## src/rtl/accum_adder_pkg.sv

```systemverilog
// Shared definitions for the registered add/sub/accumulate block.
// The mode encoding matches the 2-bit mode port of accum_adder.
package accum_adder_pkg;

   typedef enum logic [1:0] {
      MODE_ADD  = 2'b00,
      MODE_SUB  = 2'b01,
      MODE_ACC  = 2'b10,
      MODE_LOAD = 2'b11
   } mode_e;

endpackage

```

## src/rtl/accum_adder_sat_addsub.sv

```systemverilog
// Combinational WIDTH-bit add/subtract with a carry/borrow flag.
// When SATURATE is set, the sum is optionally clamped.
module sat_addsub #(
   parameter int unsigned WIDTH    = 8,
   parameter bit          SATURATE = 1'b1
) (
   input  logic [WIDTH-1:0] x,
   input  logic [WIDTH-1:0] y,
   input  logic             sub,
   output logic [WIDTH-1:0] sum,
   output logic             carry
);

   logic [WIDTH:0] raw;

   // NOTE: every output of a combinational block gets a value before any branch,
   // otherwise paths that skip an assignment infer a latch.
   always_comb begin
      raw   = sub ? ({1'b0, x} - {1'b0, y}) : ({1'b0, x} + {1'b0, y});
      carry = raw[WIDTH];
      sum   = raw[WIDTH-1:0];
      // A borrow sets the MSB as well, so one flag covers both directions.
      if (SATURATE && carry) begin
         sum = sub ? '0 : '1;
      end
   end

endmodule

```

## src/rtl/accum_adder.sv

```systemverilog
// Registered add/sub/accumulate stage with a valid/ready output register,
// an accumulator, and a sticky overflow flag.
module accum_adder
   import accum_adder_pkg::*;
#(
   parameter int unsigned WIDTH    = 8,
   parameter bit          SATURATE = 1'b1
) (
   input  logic             clk,
   input  logic             rst_n,
   input  logic             in_valid,
   output logic             in_ready,
   input  logic [1:0]       mode,
   input  logic [WIDTH-1:0] a,
   input  logic [WIDTH-1:0] b,
   input  logic             acc_clr,
   output logic             out_valid,
   input  logic             out_ready,
   output logic [WIDTH-1:0] result,
   output logic             carry,
   output logic             ovf_sticky,
   output logic [WIDTH-1:0] acc
);

   mode_e            op;
   logic             accept;
   logic [WIDTH-1:0] x_op;
   logic [WIDTH-1:0] y_op;
   logic [WIDTH-1:0] alu_sum;
   logic             alu_carry;
   logic [WIDTH-1:0] next_result;
   logic             next_carry;

   assign op       = mode_e'(mode);
   assign in_ready = !out_valid || out_ready;
   assign accept   = in_valid && in_ready;

   // ACC reuses the adder as acc + a, so the operand a moves to the y side.
   assign x_op = (op == MODE_ACC) ? acc : a;
   assign y_op = (op == MODE_ACC) ? a   : b;

   sat_addsub #(
      .WIDTH   (WIDTH),
      .SATURATE(SATURATE)
   ) u_alu (
      .x    (x_op),
      .y    (y_op),
      .sub  (op == MODE_SUB),
      .sum  (alu_sum),
      .carry(alu_carry)
   );

   always_comb begin
      next_result = alu_sum;
      next_carry  = alu_carry;
      if (op == MODE_LOAD) begin
         next_result = a;
         next_carry  = 1'b0;
      end
   end

   // NOTE: state registers use non-blocking assignments so every register
   // samples the pre-edge values, independent of statement order.
   always_ff @(posedge clk or negedge rst_n) begin
      if (!rst_n) begin
         out_valid <= 1'b0;
         result    <= '0;
         carry     <= 1'b0;
      end else if (accept) begin
         out_valid <= 1'b1;
         result    <= next_result;
         carry     <= next_carry;
      end else if (out_ready) begin
         out_valid <= 1'b0;
      end
   end

   // LOAD outranks a clear; a clear outranks an ACC write-back.
   always_ff @(posedge clk or negedge rst_n) begin
      if (!rst_n) begin
         acc <= '0;
      end else if (accept && op == MODE_LOAD) begin
         acc <= a;
      end else if (acc_clr) begin
         acc <= '0;
      end else if (accept && op == MODE_ACC) begin
         acc <= alu_sum;
      end
   end

   always_ff @(posedge clk or negedge rst_n) begin
      if (!rst_n) begin
         ovf_sticky <= 1'b0;
      end else if (acc_clr) begin
         ovf_sticky <= 1'b0;
      end else if (accept && next_carry) begin
         ovf_sticky <= 1'b1;
      end
   end

endmodule

```

## config.mk

```make
export PLATFORM = sky130hd
export DESIGN_NAME = accum_adder
export DESIGN_NICKNAME = d
export VERILOG_FILES = /design/src/rtl/accum_adder_pkg.sv /design/src/rtl/accum_adder_sat_addsub.sv /design/src/rtl/accum_adder.sv
export SDC_FILE = /design/constraint.sdc
export NUM_CORES = 1
export LEC_CHECK = 0
export CAP_MARGIN = 20
export CORE_MARGIN = 2
export CORE_UTILIZATION = 43
export CTS_CLUSTER_SIZE = 28
export DETAILED_ROUTE_END_ITERATION = 7
export PLACE_DENSITY = 0.82
export SYNTH_ARGS = -nofsm -noshare
export SYNTH_HDL_FRONTEND = slang
export SYNTH_HIERARCHICAL = 1
export SYNTH_SLANG_ARGS = --single-unit
```

## constraint.sdc

```tcl
create_clock -name clk -period 3.81 [get_ports clk]
set_input_delay 0.762 -clock clk [delete_from_list [all_inputs] [get_ports clk]]
set_output_delay 0.762 -clock clk [all_outputs]
set_load 0.03 [all_outputs]
```

# --- Word-level counts from Yosys, hierarchy flattened ---
# Cells that the tools add are included.
totals:
  reg_bits: 19
  inputBits: 23
  out_inout_bits: 20
  word_cells: 33
classes:
  n_addsub: 2
  eq_ne: 3
  mux: 14
  reduce_logical: 9
ops:
  columns: ["operator", "n"]
  rows:
  - ["2-to-1 mux 8 bit", 8]
  - ["adder 8 x 8 -> 9 bit", 1]
  - ["2-to-1 mux 9 bit", 1]
  - ["subtractor 8 x 8 -> 9 bit", 1]
  - ["2-to-1 mux 1 bit", 5]
  - ["== test 2 bit, second input constant", 2]
  - ["logical AND 1 bit", 4]
  - ["nonzero test 2 bit", 2]
  - ["nonzero test 3 bit", 1]
  - ["== test 2 x 1 -> 1 bit, second input constant", 1]
  - ["logical NOT 1 bit", 1]
  - ["logical OR 1 bit", 1]

# --- Depth between registers and ports, before layout ---
depth:
  depth_word: 8
  depth_mapped: 20
  ltp_nobuf: 17

# --- Cells and area by module ---
# Netlist, hierarchy kept.
by_module_without_submodules:
  columns: ["module", "instances", "cells_each", "area_each_um2", "seq_area_each_um2"]
  rows:
  - ["accum_adder", 1, 172, 1311.3, 475.5]
  - ["sat_addsub", 1, 84, 659.4, 0.0]

# --- Least setup slack after synthesis ---
# Ideal clock, no wire load.
synth_path:
  path_kind: "in2reg"
  startpoint: "input mode[0]"
  endpoint: "register acc[0]"
  setup_time_ps: 82
  t_arrival_ps: 3934
  required_ps: 3728
  slack_ps: -206
  cell_stages: 18
  path_buffers: 3
  path_cell_list: "buf_2 nand2b_1 buf_2 buf_2 nand2_1 nand2_1 inv_1 ha_1 mux2_2 fa_1 nand2b_1 a21oi_1 a21oi_2 xnor2_4 mux2i_1 nand2b_1 a41o_1 a31oi_1"
synth_between:
  elab_chain_len: 8
  word_cells_on_any_way: 16
  cone_classes: "add/sub: 2; eq/ne: 3; mux: 8; reduce/logical: 3"
synth_lines:
  columns: ["item", "line", "text"]
  rows:
  - ["from (decl)", "accum_adder.sv:13", "input logic [1:0] mode,"]
  - ["== test 2 bit (*)", "accum_adder.sv:40", "assign y_op = (op == MODE_ACC) ? a : b;"]
  - ["2-to-1 mux 8 bit (*)", "accum_adder.sv:40", null]
  - ["net y_op[0]", "accum_adder.sv:28", "logic [WIDTH-1:0] y_op;"]
  - ["adder 8 x 8 -> 9 bit or subtractor 8 x 8 -> 9 bit (tied branches)", "accum_adder_sat_addsub.sv:19", "raw = sub ? ({1'b0, x} - {1'b0, y}) : ({1'b0, x} + {1'b0, y});"]
  - ["2-to-1 mux 9 bit (*)", "accum_adder_sat_addsub.sv:19", null]
  - ["2-to-1 mux 8 bit (*)", "accum_adder_sat_addsub.sv:23", "if (SATURATE && carry) begin"]
  - ["net alu_sum[0]", "accum_adder.sv:29", "logic [WIDTH-1:0] alu_sum;"]
  - ["2-to-1 mux 8 bit (*)", "accum_adder.sv:86", "end else if (accept && op == MODE_ACC) begin"]
  - ["2-to-1 mux 8 bit (*)", "accum_adder.sv:84", "end else if (acc_clr) begin"]
  - ["2-to-1 mux 8 bit (*)", "accum_adder.sv:82", "end else if (accept && op == MODE_LOAD) begin"]
  - ["to (signal assigned)", "accum_adder.sv:87", "acc <= alu_sum;"]
  - ["to (decl)", "accum_adder.sv:22", "output logic [WIDTH-1:0] acc"]
# The timed path passes the listed nets; every way through them passes the cells marked *. The select of a mux whose other input is x is not followed.
# A chain may end at the register's enable or synchronous reset.

# --- Worst setup path in the final report ---
layout_path:
  startpoint: "input mode[1]"
  endpoint: "register acc[6]"
# Same word-level chain as after synthesis.

==> results.md <==
* Status: finished clean
* FFs w/ async S/R, synth at 100%
* Clock-pin slew on the worst setup and hold paths at 0.07 ns
* Slew Limit Fails at 0
* Largest net degree at the start of global routing at 37
* Leak Pwr at 1.43 nW
* Nature of the critical path endpoint: flop
* Post-DP HPWL at 4.19 mm
* Post-route antenna net violation count at 0
* Post-place setup slack at -0.785 ns
* Data arrival time of the critical path at 3.94 ns
* CTS tree: done
* CTS H-Tree Depth at 1
* Layout cells sized above 1 at 35.1%
* Met1 Use GR at 29.0%
* Max-cap violations at 0
* Die ar. at 5140 um2
* Post-DP Area at 2760 um2
* CTS Buf Count at 3
* Height of the die at 71.7 um
* GR peak layer: met2
* Setup ws final at 0.0526 ns
* Reg2reg start: acc[0]$_DFFE_PN0P_
* Netlist cell types at 40
* Gate Count Post-Synth at 256
* Post-route cell area at 3160 um2
* Worst R2R End: acc[6]$_DFFE_PN0P_
* CP max FO at 4
* Initial DRC Count at 168
* Die Wd at 71.7 um
* Global Route Usage Sum at 22.9%
* Critical path class: in2reg
* Met3 Resource Use GR at 3.23%
* Starting density of the core at 44.9%
* DR vias/cell at 5.90
* Max Root-Sink Buffers at 2
* # IOs at 43
* Core area at 4380 um2
* Most frequent cells in the layout: buf_4 (52), nand2_1 (36), clkdlybuf4s50_1 (36), a21oi_1 (28), dfrtp_1 (19)
* Min Clock Period, post-route at 3.76 ns
* DRC errors left at 0
* Flop2flop setup slack at 0.96 ns
* First-pass GRT wire length at 9.52 mm
* Synthesized area at 1970 um2
* PwrDens at 456 nW/um2
* Worst slew pin tran at 0.840 ns
* Seq/Total Area, Yosys at 24.1%
* Mapped Nets at 289
* First-pass DRT Iterations at 4
* Critical path data required time at 4.00 ns
* Fill cell count at 294
* Layout area overhead at 60.3%
* Syn avg cell area at 7.70 um2
* Ant. Diodes at 0
* Setup violators final at 0
* CTS root buf: clkbuf_8
* F_max at 266 MHz
* Max-slew headroom at 43.8%
* Critical Path Source Type: input pin
* Primary FF master, synth: dfrtp_1
* GP Congestion at 0.896
* Number of hold violations in the final report at 0
* Clk_lat worst skew at 0.26 ns
* Number of synthesized flops with an enable pin at 0
* Initial antenna violation count at 0
* Number of global-route vias before repair at 2154
* Hold Path Class: reg2reg
* Hold-fix buffers at CTS at 0
* Sequential fraction of design power at 20.2%
* Clock network fraction of design power at 9.7%
* Period utilization at 98.6%
* Crit. Startpoint: mode[1]
* Congestion Overflow GR at 0
* I/O Buffers at 42
* Total number of vias at 2306
* Worst Clk Skew at 0.00733 ns
* Yosys reg bits at 19
* Layout net count at 373
* Commonest non-fill, non-tap cell in the layout: buf_4
* VDD IR max at 338 uV
* CP endpoint: acc[6]$_DFFE_PN0P_
* Hold_ws at 0.514 ns
* CTS sink count at 19
* Met2 global-route usage at 41.4%
* Switch Pwr at 0.615 mW
* Int Pwr at 0.827 mW
* WL/cell at 17.0 um
* Ys Warns at 6
* Drt total wl at 6.64 mm
* Num rows at 24
* Sw frac at 42.7%
* Logic pwr share at 70.1%
* Worst Reg-to-Reg Cells at 15
-- final cells by class --
class	instances	area, um2	area share, %
repair buffers	99	911	28.8
multi-input cells	207	1620	51.4
clock inverters	1	5.00	0.158
inverters	10	37.5	1.19
clock buffers	3	41.3	1.31
flip-flops and latches	19	475	15.1
well taps	52	65.1	2.06
-- flip-flops by register name (all words and copies together), names as in the netlist --
| register | count |
|---|---|
| acc | 8 |
| result | 8 |
| carry | 1 |
| out_valid | 1 |
| ovf_sticky | 1 |
-- metrics by stage --
stage / setup TNS (ns) / power [mW] / instances / util, %
finish: 0 / 1.44 / 391 / 72.0
global route: -0.0500 / 1.51 / 391 / 72.0
detailed placement: -11.71 / 1.08 / 378 / 62.9
CTS: 0 / 1.33 / 386 / 68.3
global placement: -9.40 / 1.07 / 378 / 62.9
floorplan: 0 / 0.772 / 256 / -
-- cells in the mapped netlist, types with 3 or more instances --
cell,instances,area (um2)
ha_1,9,113
nor2_1,9,33.8
xor2_1,5,43.8
inv_1,10,37.5
nand3_1,10,50.1
a21oi_1,32,160
clkbuf_1,5,18.8
dfrtp_1,19,475
a41o_1,8,80.1
a211oi_1,9,67.6
o21ai_1,3,15.0
nand2_1,51,191
mux2i_1,9,90.1
a31oi_1,7,43.8
nor2b_1,4,25.0
xnor2_1,5,43.8
a21oi_2,3,26.3
nand2b_1,15,93.8
buf_2,11,55.1
and3_1,8,50.1
buf_6,3,33.8
-- what timing repair did --
item                       in CTS  in global routing
gates cloned                    1                  0
resized for setup              34                 39
pin swaps                      10                 17
setup endpoints to repair      18                 15
buffers inserted                3                  7
-- power groups by stage --
stage                     Sequential, mW  Combinational [mW]  Clock, mW
after floorplan                    0.386               0.386          0
after global placement             0.292               0.775          0
after detailed placement           0.290               0.790          0
after CTS                          0.288               0.907      0.140
after global routing               0.295                1.06      0.151
final                              0.291                1.01      0.140
-- cells by family after synthesis --
| family | after synthesis | share of synthesized area, % |
|---|---|---|
| and+or+nand+nor | 106 | 26.5 |
| xor gates and xnor gates | 11 | 5.84 |
| muxes | 11 | 5.90 |
| buffers and inverters | 30 | 7.56 |
| AOI/OAI and AO/OA | 69 | 23.4 |
| DFF | 19 | 24.1 |
| adders and majority gates | 10 | 6.73 |
-- worst min-delay path by stage --
| stage | from | to | slack (ns) | cells after the start |
|---|---|---|---|---|
| floorplan | rst_n | acc[0]$_DFFE_PN0P_ | 0.47 | 0 |
| global placement | ovf_sticky$_DFFE_PN0P_ | ovf_sticky$_DFFE_PN0P_ | 0.50 | 2 |
| detailed placement | ovf_sticky$_DFFE_PN0P_ | ovf_sticky$_DFFE_PN0P_ | 0.51 | 2 |
| CTS | ovf_sticky$_DFFE_PN0P_ | ovf_sticky$_DFFE_PN0P_ | 0.52 | 2 |
| global route | ovf_sticky$_DFFE_PN0P_ | ovf_sticky$_DFFE_PN0P_ | 0.54 | 2 |
| finish | ovf_sticky$_DFFE_PN0P_ | ovf_sticky$_DFFE_PN0P_ | 0.51 | 2 |
-- worst max-delay path, stage by stage --
cell      delay (ns)
buf_4           0.13
nor2b_2         0.34
nand2_2         0.10
nand2_2         0.10
inv_2           0.05
ha_4            0.20
mux2_4          0.28
fa_2            0.35
nand2b_4        0.18
a21oi_4         0.19
a21oi_4         0.09
xnor2_4         0.22
buf_6           0.14
buf_16          0.11
mux2i_4         0.23
nand2b_1        0.10
a41o_1          0.22
a31oi_2         0.15
-- layer usage --
metal	routed length [um]	vias to the layer above
met5	0	-
met4	184	0
met3	378	21
met2	3390	117
met1	2680	1097
li1	-	1071
Power figures use the tool's default switching activity.
